**config.mk**
```make
export PLATFORM = sky130hd
export DESIGN_NAME = fifo_stream_reader
export DESIGN_NICKNAME = d
export VERILOG_FILES = /design/src/rtl/fifo_stream_reader.sv
export SDC_FILE = /design/constraint.sdc
export NUM_CORES = 1
export LEC_CHECK = 0
export ABC_AREA = 1
export BUFFER_PORTS_ARGS = -buffer_cell sky130_fd_sc_hd__buf_2
export CAP_MARGIN = 5
export CORE_MARGIN = 1.5
export CORE_UTILIZATION = 55
export CTS_BUF_LIST = sky130_fd_sc_hd__clkbuf_4 sky130_fd_sc_hd__clkbuf_8
export CTS_CLUSTER_SIZE = 8
export DETAILED_ROUTE_END_ITERATION = 10
export PLACE_DENSITY_LB_ADDON = 0.1
export SLEW_MARGIN = 20
export SYNTH_ARGS = -nofsm -noshare
export SYNTH_HDL_FRONTEND = slang
export SYNTH_SLANG_ARGS = --single-unit
```
**constraint.sdc**
```tcl
create_clock -name clk -period 2.1 [get_ports clk]
set_input_delay 0.42 -clock clk [delete_from_list [all_inputs] [get_ports clk]]
set_output_delay 0.42 -clock clk [all_outputs]
set_load 0.005 [all_outputs]
```
**src/rtl/fifo_stream_reader.sv**
```systemverilog
// Read-side controller for synchronous_fifo: drains the FIFO into a 2-entry skid
// buffer and presents the words downstream as a valid/ready stream.
module fifo_stream_reader #(
  parameter int DATA_WIDTH = 8,
  parameter int CNT_WIDTH  = 16
) (
  input  logic                  clk,
  input  logic                  rst_n,
  input  logic                  en,
  output logic                  rd_en,
  input  logic [DATA_WIDTH-1:0] fifo_data_out,
  input  logic                  fifo_empty,
  output logic                  m_valid,
  output logic [DATA_WIDTH-1:0] m_data,
  input  logic                  m_ready,
  output logic [CNT_WIDTH-1:0]  rd_count,
  output logic                  busy
);

  localparam logic [CNT_WIDTH-1:0] CNT_ONE = 1;

  logic [1:0]                 r_occ;
  logic                       r_inflight;
  logic                       r_head;
  logic                       r_tail;
  logic [1:0][DATA_WIDTH-1:0] r_buf;
  logic [CNT_WIDTH-1:0]       r_count;

  logic                       w_pop;
  logic [1:0]                 w_level;

  assign m_valid  = (r_occ != 2'd0);
  assign m_data   = r_buf[r_head];
  assign w_pop    = m_valid & m_ready;
  // Slots committed after this edge; a pop implies occ >= 1, so this never underflows.
  assign w_level  = r_occ + {1'b0, r_inflight} - {1'b0, w_pop};
  // Issuing only when a slot stays free for the returning word makes overflow impossible.
  assign rd_en    = rst_n & en & ~fifo_empty & (w_level < 2'd2);
  assign busy     = r_inflight | m_valid;
  assign rd_count = r_count;

  always_ff @(posedge clk or negedge rst_n) begin
    if (!rst_n) begin
      r_occ      <= 2'd0;
      r_inflight <= 1'b0;
      r_head     <= 1'b0;
      r_tail     <= 1'b0;
      r_buf      <= '0;
      r_count    <= '0;
    end else begin
      r_inflight <= rd_en;
      r_occ      <= w_level;
      if (r_inflight) begin
        r_buf[r_tail] <= fifo_data_out;
        r_tail        <= ~r_tail;
      end
      if (w_pop) begin
        r_head  <= ~r_head;
        r_count <= r_count + CNT_ONE;
      end
    end
  end

endmodule
```
[Yosys cells after proc, flatten, opt, wreduce, memory -nomap -nowiden]
Cells that the tools add are included.
Storage, ports and cells
  register bits: 37
  bits of input ports: 13
  output and inout bits: 27
  logic and storage cells: 29
Operators by class
  add/subtract/negate cells: 3
  $lt $le $gt $ge: 4
  muxes and demuxes: 5
  bitwise gates (word level): 8
  reductions and logical operators: 2
Operators with widths (count)
  8-bit two-way mux: 3
  16-bit by 1-bit adder with 16-bit output (second input constant): 1
  16-bit bitwise mux: 1
  8-bit demux with 1-bit select: 1
  1-bit bitwise AND: 4
  1-bit by 2-bit less-than comparator with 1-bit output (second input constant): 2
  1-bit inverter: 3
  2-bit by 1-bit adder with 2-bit output: 1
  2-bit less-than comparator (second input constant): 1
  2-bit nonzero test: 1
  2-bit by 1-bit subtractor with 2-bit output: 1
  1-bit greater-or-equal comparator (second input constant): 1
  1-bit logical AND: 1
  1-bit OR: 1

[Longest topological paths before layout]
Gate-level depths: netlist of run 1.
  depth after elaboration: 5
  mapped depth: 8
  depth with buffers taken out: 8

[Worst setup path before layout of run 1]
No wires, ideal clock.
  path kind: register to output
  from: register r_occ[1]
  to: output port rd_en
  arrival: 1.441 ns
  data required time: 1.680 ns
  setup slack: 0.239 ns
  stages on the path, launching flop included: 8
  buffers on the path: 0
  cell sequence: dfrtp_1 nor2_2 nor2_8 ha_1 inv_1 ha_1 xnor2_1 nor2_1
Between the ends
  cells in the longest elaborated chain, start to end: 5
  elaborated cells on any way between the ends: 6
  those cells by class: 2 x add/sub; 1 x order compare; 2 x bitwise; 1 x reduce/logical
Ends and longest elaborated chain
  start: declaration: RTL line 22  | logic [1:0] r_occ;
  start signal: assignment: RTL line 52  | r_occ <= w_level;
  2-bit nonzero test: RTL line 32  | assign m_valid = (r_occ != 2'd0);
  1-bit bitwise AND: RTL line 34  | assign w_pop = m_valid & m_ready;
  named net w_pop: RTL line 29  | logic w_pop;
  2-bit by 1-bit subtractor with 2-bit output: RTL line 36  | assign w_level = r_occ + {1'b0, r_inflight} - {1'b0, w_pop};
  named net w_level[1]: RTL line 30  | logic [1:0] w_level;
  2-bit less-than comparator: RTL line 38  | assign rd_en = rst_n & en & ~fifo_empty & (w_level < 2'd2);
  1-bit bitwise AND: RTL line 38
  end: declaration: RTL line 10  | output logic rd_en,
The timed path passes the listed nets, and every way through them passes these cells.

[Final worst setup path of run 1]
Ends and elaborated chain as after synthesis.

==> results.sh, run 1 <==
export IMPL_fin_area_um2=2150
export IMPL_cp_required_ps=1680
export IMPL_worstRegToRegCells=7
export IMPL_grt_pass1_wl_um=5910
export IMPL_ant_nets=0
export IMPL_slew_headroom_pct=59.9
export IMPL_syn_area_per_cell_um2=8.28
export IMPL_synth_top_cell_area_share_pct=52.3
export IMPL_r2r_slack_ps=530
export IMPL_grt_pass1_vias=1297
export IMPL_cts_htree_levels=2
export IMPL_arrival_ps=1820
export IMPL_drtIter0Drc=99
export IMPL_fin_crit_ps=2240
export IMPL_post_route_period_util_pct=107
export IMPL_cp_slowest_stage_delay_ps=420
export IMPL_pin_count=40
export IMPL_drv_slew=0
export IMPL_synth_cells=214
export IMPL_yosysWarningCount=0
export IMPL_setup_violations_final=1
export IMPL_fin_worst_skew_ps=4.40
export IMPL_viasPerCell=4.84
export IMPL_dpl_cell_area_um2=2010
export IMPL_nets=280
export IMPL_clk_latency_ps=330
export IMPL_critPathSlowestCell="dfrtp_1"
export IMPL_crit_chain="nor2_4 -> nor2_8 -> ha_4 -> inv_2 -> ha_4 -> xnor2_2 -> nor2_1 -> buf_2"
export IMPL_cts_made_buffers=5
export IMPL_path_common_cell="ha_4"
export IMPL_ys_types=19
export IMPL_track_usage_pct=22.6
export IMPL_core_um2=3050
export IMPL_cts_root_buf="clkbuf_4"
export IMPL_wl_per_cell_um=11.7
export IMPL_ys_seq_area_share_pct=52.3
export IMPL_maxCapViolCount=0
export IMPL_vias=1492
export IMPL_worstPathMaxFanout=2
export IMPL_overflow=0
export IMPL_drc=0
export IMPL_holdBufCountCts=0
export IMPL_grt_antenna_before_repair=0
export IMPL_clockBufferDepth=2
export IMPL_drtPass1Iterations=4
export IMPL_start_util_pct=58.0
export IMPL_peakVddDrop_uv=951
export IMPL_yosysTopAreaCell="dfrtp_1"
export IMPL_grt_max_degree=38
export IMPL_nFillCells=259
export IMPL_status="finished with violations"
export IMPL_synth_seq_cells=37
export IMPL_rows=20
export IMPL_place_ws_ps=93.4
export IMPL_syn_cell_area_um2=1770
export IMPL_final_cell_mix="76 x nand2_1, 39 x buf_2, 37 x dfrtp_1"
export IMPL_dieArea_um2=3570
export IMPL_power_leakage_nw=1.17
export IMPL_yosys_top_cells_area="dfrtp_1 52%, nand2_1 16%, inv_1 5.3%"
export IMPL_hold_class="input pin to asynchronous set/reset pin"
export IMPL_clkTransAtPathRegs_ps=100
export IMPL_tightest_slew_ps=596
export IMPL_end_kind="primary output"
export IMPL_violations="setup timing"
export IMPL_fin_ws_ps=-141
export IMPL_startpoint_type="flip-flop"
export IMPL_fp_dieW_um=59.8
export IMPL_rsz0062_at_grt="yes"
export IMPL_antennaDiodeCount=0
export IMPL_hold_violations=0
export IMPL_r2r_start="r_occ[0]"
export IMPL_portBuffers=39
export IMPL_crit_type="flip-flop to primary output"
export IMPL_area_delta_synth_final_pct=21.2
export IMPL_max_freq_ghz=0.446
export IMPL_r2r_end="rd_count[11]"
export IMPL_syn_nets=230
export IMPL_drive_above_1_share_pct=23.5
export IMPL_report_power_total_mw=2.61
export IMPL_setup_tns_final_ps=-141
export IMPL_p_per_area_nw_per_um2=1210
export IMPL_holdWs_ps=177
export IMPL_cts_sinks=37
export IMPL_place_congestion=0.784
export IMPL_die_h_um=59.8
export IMPL_totalWireLength_um=3610
export IMPL_cts_tree="yes"
export IMPL_final_common_cell="nand2_1"
export IMPL_dp_hpwl_um=2490
-- area by class of cell --
class                   count  area (µm²)  share of cell area, %
flip-flops and latches     37         926                   43.1
multi-input cells         147         754                   35.1
repair buffers             47         255                   11.9
inverters                  26        97.6                   4.55
clock buffers               7        58.8                   2.74
well taps                  44        55.1                   2.56
-- kinds of logic (layout without fill, tap and decap cells) --
family	Yosys count	in the layout	share of synthesized area, %
AO/OA/AOI/OAI	18	18	5.08
XOR/XNOR	12	12	5.93
adder cells (fa/ha/maj)	3	3	2.12
buffers and inverters	30	80	7.27
flip-flops	37	37	52.3
AND/OR/NAND/NOR	114	114	27.3
-- worst max-delay path, delay by kind of cell, from the launching register on --
| family | cells | cell delay, ps |
|---|---|---|
| adder cells (fa/ha/maj) | 2 | 400 |
| AND/OR/NAND/NOR | 3 | 370 |
| buffers and inverters | 2 | 170 |
| XOR/XNOR | 1 | 130 |
| flip-flops | 1 | 420 |
-- worst max-delay path by stage --
| stage | startpoint | to |
|---|---|---|
| after global routing | r_occ[1] | rd_en |
| after CTS | r_occ[0] | rd_en |
| after global placement | m_ready | rd_en |
| after detailed placement | m_ready | rd_en |
| final | r_occ[1] | rd_en |
| after floorplan | r_occ[1] | rd_en |
-- power breakdown --
| group | leakage (nW) | switching (mW) | internal [mW] | total [mW] |
|---|---|---|---|---|
| registers | 0.460 | 0.201 | 0.974 | 1.18 |
| clock network | 0.0348 | 0.216 | 0.171 | 0.387 |
| logic | 0.672 | 0.536 | 0.509 | 1.04 |
-- cell usage after synthesis --
| cell type | instances |
|---|---|
| dfrtp_1 | 37 |
| buf_6 | 2 |
| nand2_2 | 1 |
| nand2_1 | 76 |
| nor2_8 | 1 |
| nand3_1 | 11 |
| nand3b_1 | 3 |
| buf_2 | 1 |
| clkbuf_1 | 1 |
| ha_1 | 3 |
| nor2_2 | 2 |
| nand4_1 | 2 |
| clkinv_1 | 1 |
| or2_1 | 1 |
| nor2_1 | 17 |
| o21ai_0 | 18 |
| xor2_1 | 6 |
| inv_1 | 25 |
| xnor2_1 | 6 |
-- state kept, by name, summed over array words and instances (netlist names) --
name	cells
r_buf	16
rd_count	16
r_occ	2
r_head	1
r_inflight	1
r_tail	1
-- per-layer routing --
metal | track usage (%) | vias to the layer above | share of wire, %
met1 | 31.7 | 682 | 46
li1 | - | 755 | -
met5 | 0 | - | 0
met3 | 4.55 | 5 | 5.5
met2 | 35.7 | 50 | 47
met4 | 6.67 | 0 | 1.1
-- stage by stage --
step / utilization (%) / std cells
4_1_cts: 69.6 / 305
6_report: 70.3 / 308
2_1_floorplan: - / 214
5_1_grt: 70.3 / 308
3_5_place_dp: 65.9 / 296
3_3_place_gp: 65.9 / 296
-- what timing repair did --
action | 4_1_cts | 5_1_grt
pin swaps | 6 | 4
gates resized for setup | 6 | 0
buffers inserted | 2 | 3
setup endpoints to repair | 1 | 1
cloned | 0 | 0
No activity file was read; power rests on OpenSTA's default activity.
==> inputs of run 2 (changes only) <==
--- a/config.mk
+++ b/config.mk
@@ -11,3 +11,3 @@
 export CORE_MARGIN = 1.5
-export CORE_UTILIZATION = 55
+export CORE_UTILIZATION = 30
 export CTS_BUF_LIST = sky130_fd_sc_hd__clkbuf_4 sky130_fd_sc_hd__clkbuf_8
--- a/constraint.sdc
+++ b/constraint.sdc
@@ -3,2 +3,2 @@
 set_output_delay 0.42 -clock clk [all_outputs]
-set_load 0.005 [all_outputs]
+set_load 0.05 [all_outputs]
==> run 2 against run 1 <==
The run still ends with setup timing left. Register-to-register slack better by 130 ps. Sequential power hardly changed. Utilization down 30 points. Clock-buffer cell count shrank 1. Flip-flop and latch count did not move. Clock power up 28%. Clock skew increased by 2.6 ps. Hold slack better by 28 ps. Combinational power grew 77%. Critical endpoint unchanged. Power rose by 34%. First-iteration DRC count shrank 21%.
==> results.sh, run 2 (synthesis gave the netlist of run 1 again) <==
export IMPL_status="finished with violations"
export IMPL_violations="setup timing"
export IMPL_dieArea_um2=6380
export IMPL_cts_tree="yes"
export IMPL_grt_pass1_vias=1405
export IMPL_drive_above_1_share_pct=24.8
export IMPL_startpoint_type="flip-flop"
export IMPL_portBuffers=39
export IMPL_area_delta_synth_final_pct=27.5
export IMPL_ant_nets=0
export IMPL_cp_required_ps=1680
export IMPL_holdWs_ps=205
export IMPL_core_um2=5610
export IMPL_p_comb_share_pct=52.7
export IMPL_clockBufferDepth=2
export IMPL_nets=281
export IMPL_fin_area_um2=2260
export IMPL_fin_worst_skew_ps=7.01
export IMPL_tightest_slew_ps=516
export IMPL_cts_sinks=37
export IMPL_grt_max_degree=38
export IMPL_p_switching_mw=1.70
export IMPL_cts_root_buf="clkbuf_8"
export IMPL_setup_violations_final=1
export IMPL_cts_made_buffers=5
export IMPL_worstPathMaxFanout=2
export IMPL_post_route_period_util_pct=106
export IMPL_fp_dieW_um=79.9
export IMPL_arrival_ps=1800
export IMPL_hold_violations=0
export IMPL_maxCapViolCount=0
export IMPL_start_util_pct=31.6
export IMPL_hold_class="input pin to asynchronous set/reset pin"
export IMPL_dpl_cell_area_um2=2080
export IMPL_r2r_end="r_inflight"
export IMPL_wl_per_cell_um=11.1
export IMPL_dp_hpwl_um=2640
export IMPL_die_h_um=79.9
export IMPL_rsz0062_at_grt="yes"
export IMPL_grt_antenna_before_repair=0
export IMPL_track_usage_pct=13.5
export IMPL_drtIter0Drc=78
export IMPL_max_freq_ghz=0.451
export IMPL_r2r_slack_ps=660
export IMPL_grt_pass1_wl_um=6490
export IMPL_crit_type="flip-flop to primary output"
export IMPL_fin_ws_ps=-117
export IMPL_r2r_start="r_occ[1]"
export IMPL_drc=0
export IMPL_final_common_cell="nand2_1"
export IMPL_power_leakage_nw=1.19
export IMPL_place_congestion=0.730
export IMPL_antennaDiodeCount=0
export IMPL_cts_htree_levels=2
export IMPL_p_per_area_nw_per_um2=1550
export IMPL_peakVddDrop_uv=986
export IMPL_place_ws_ps=-66.9
export IMPL_drtPass1Iterations=4
export IMPL_vias=1442
export IMPL_rows=27
export IMPL_totalWireLength_um=3740
export IMPL_pwr_share_seq_pct=33.1
export IMPL_viasPerCell=4.27
export IMPL_clockPowerShare_pct=14.2
export IMPL_holdBufCountCts=0
export IMPL_worstRegToRegCells=7
export IMPL_slew_headroom_pct=65.6
export IMPL_clk_latency_ps=290
export IMPL_switching_share_pct=48.6
export IMPL_intPower_mw=1.80
export IMPL_fin_crit_ps=2220
export IMPL_pin_count=40
export IMPL_end_kind="primary output"
export IMPL_overflow=0
export IMPL_clkTransAtPathRegs_ps=70
export IMPL_drv_slew=0
export IMPL_final_cell_mix="76 x nand2_1, 38 x buf_2, 37 x dfrtp_1"
==> run 2: changes by cell type in the layout (fill, tap and decap cells not counted), sizes merged <==
cell and change:
clkinvlp +2, clkbuf -1, buf +1
==> run 2: per-stage QoR <==
stage / TNS, ps / power, mW / std cells / utilization (%)
after global placement: -69.7 / 2.82 / 327 / 37.1
after CTS: -147 / 3.50 / 336 / 39.9
after detailed placement: -66.9 / 2.83 / 327 / 37.1
after global routing: -206 / 3.75 / 338 / 40.3
after floorplan: 0 / 2.42 / 214 / -
final: -117 / 3.50 / 338 / 40.3
==> run 2: final cells by class <==
type                       count  area, µm²
clock buffer                   6       76.3
clock inverter                 2       15.0
fill                         609       3350
inverter                      26       97.6
multi-input combinational    147        781
sequential                    37        926
tap                           72       90.1
timing repair buffer          48        273
==> run 2: worst max path at each step <==
stage                     startpoint    end  slack, ps  depth (start not counted)
after floorplan             r_occ[1]  rd_en         50                          7
after global placement       m_ready  rd_en        -70                          9
after detailed placement     m_ready  rd_en        -70                          9
after CTS                   r_occ[0]  rd_en       -150                          8
after global routing        r_occ[1]  rd_en       -210                          8
final                       r_occ[1]  rd_en       -120                          8
==> run 2: metal layers <==
layer | share of wire (%) | GRT usage, %
met3 | 5.5 | 4.57
met4 | 1.3 | 4.66
met1 | 50 | 17.9
met2 | 43 | 20.6
met5 | 0 | 0
==> run 2: critical path, stage by stage, from the launching register on <==
cell and delay [ps]:
dfrtp_1 410, nor2_4 190, nor2_8 50, ha_4 260, inv_2 40, ha_4 170
xnor2_4 130, nor2_4 110, buf_8 150
==> run 2: what timing repair did <==
item	CTS	global route
setup buffers	1	2
gates resized for setup	10	1
endpoints found under the setup margin	1	1
pin swaps	5	4
==> run 2: power by group through the flow <==
stage / clock network (mW) / logic [mW] / registers (mW)
CTS: 0.521 / 1.82 / 1.16
detailed placement: 0 / 1.66 / 1.17
floorplan: 0 / 1.08 / 1.34
global placement: 0 / 1.66 / 1.16
global route: 0.554 / 2.00 / 1.20
finish: 0.495 / 1.84 / 1.16
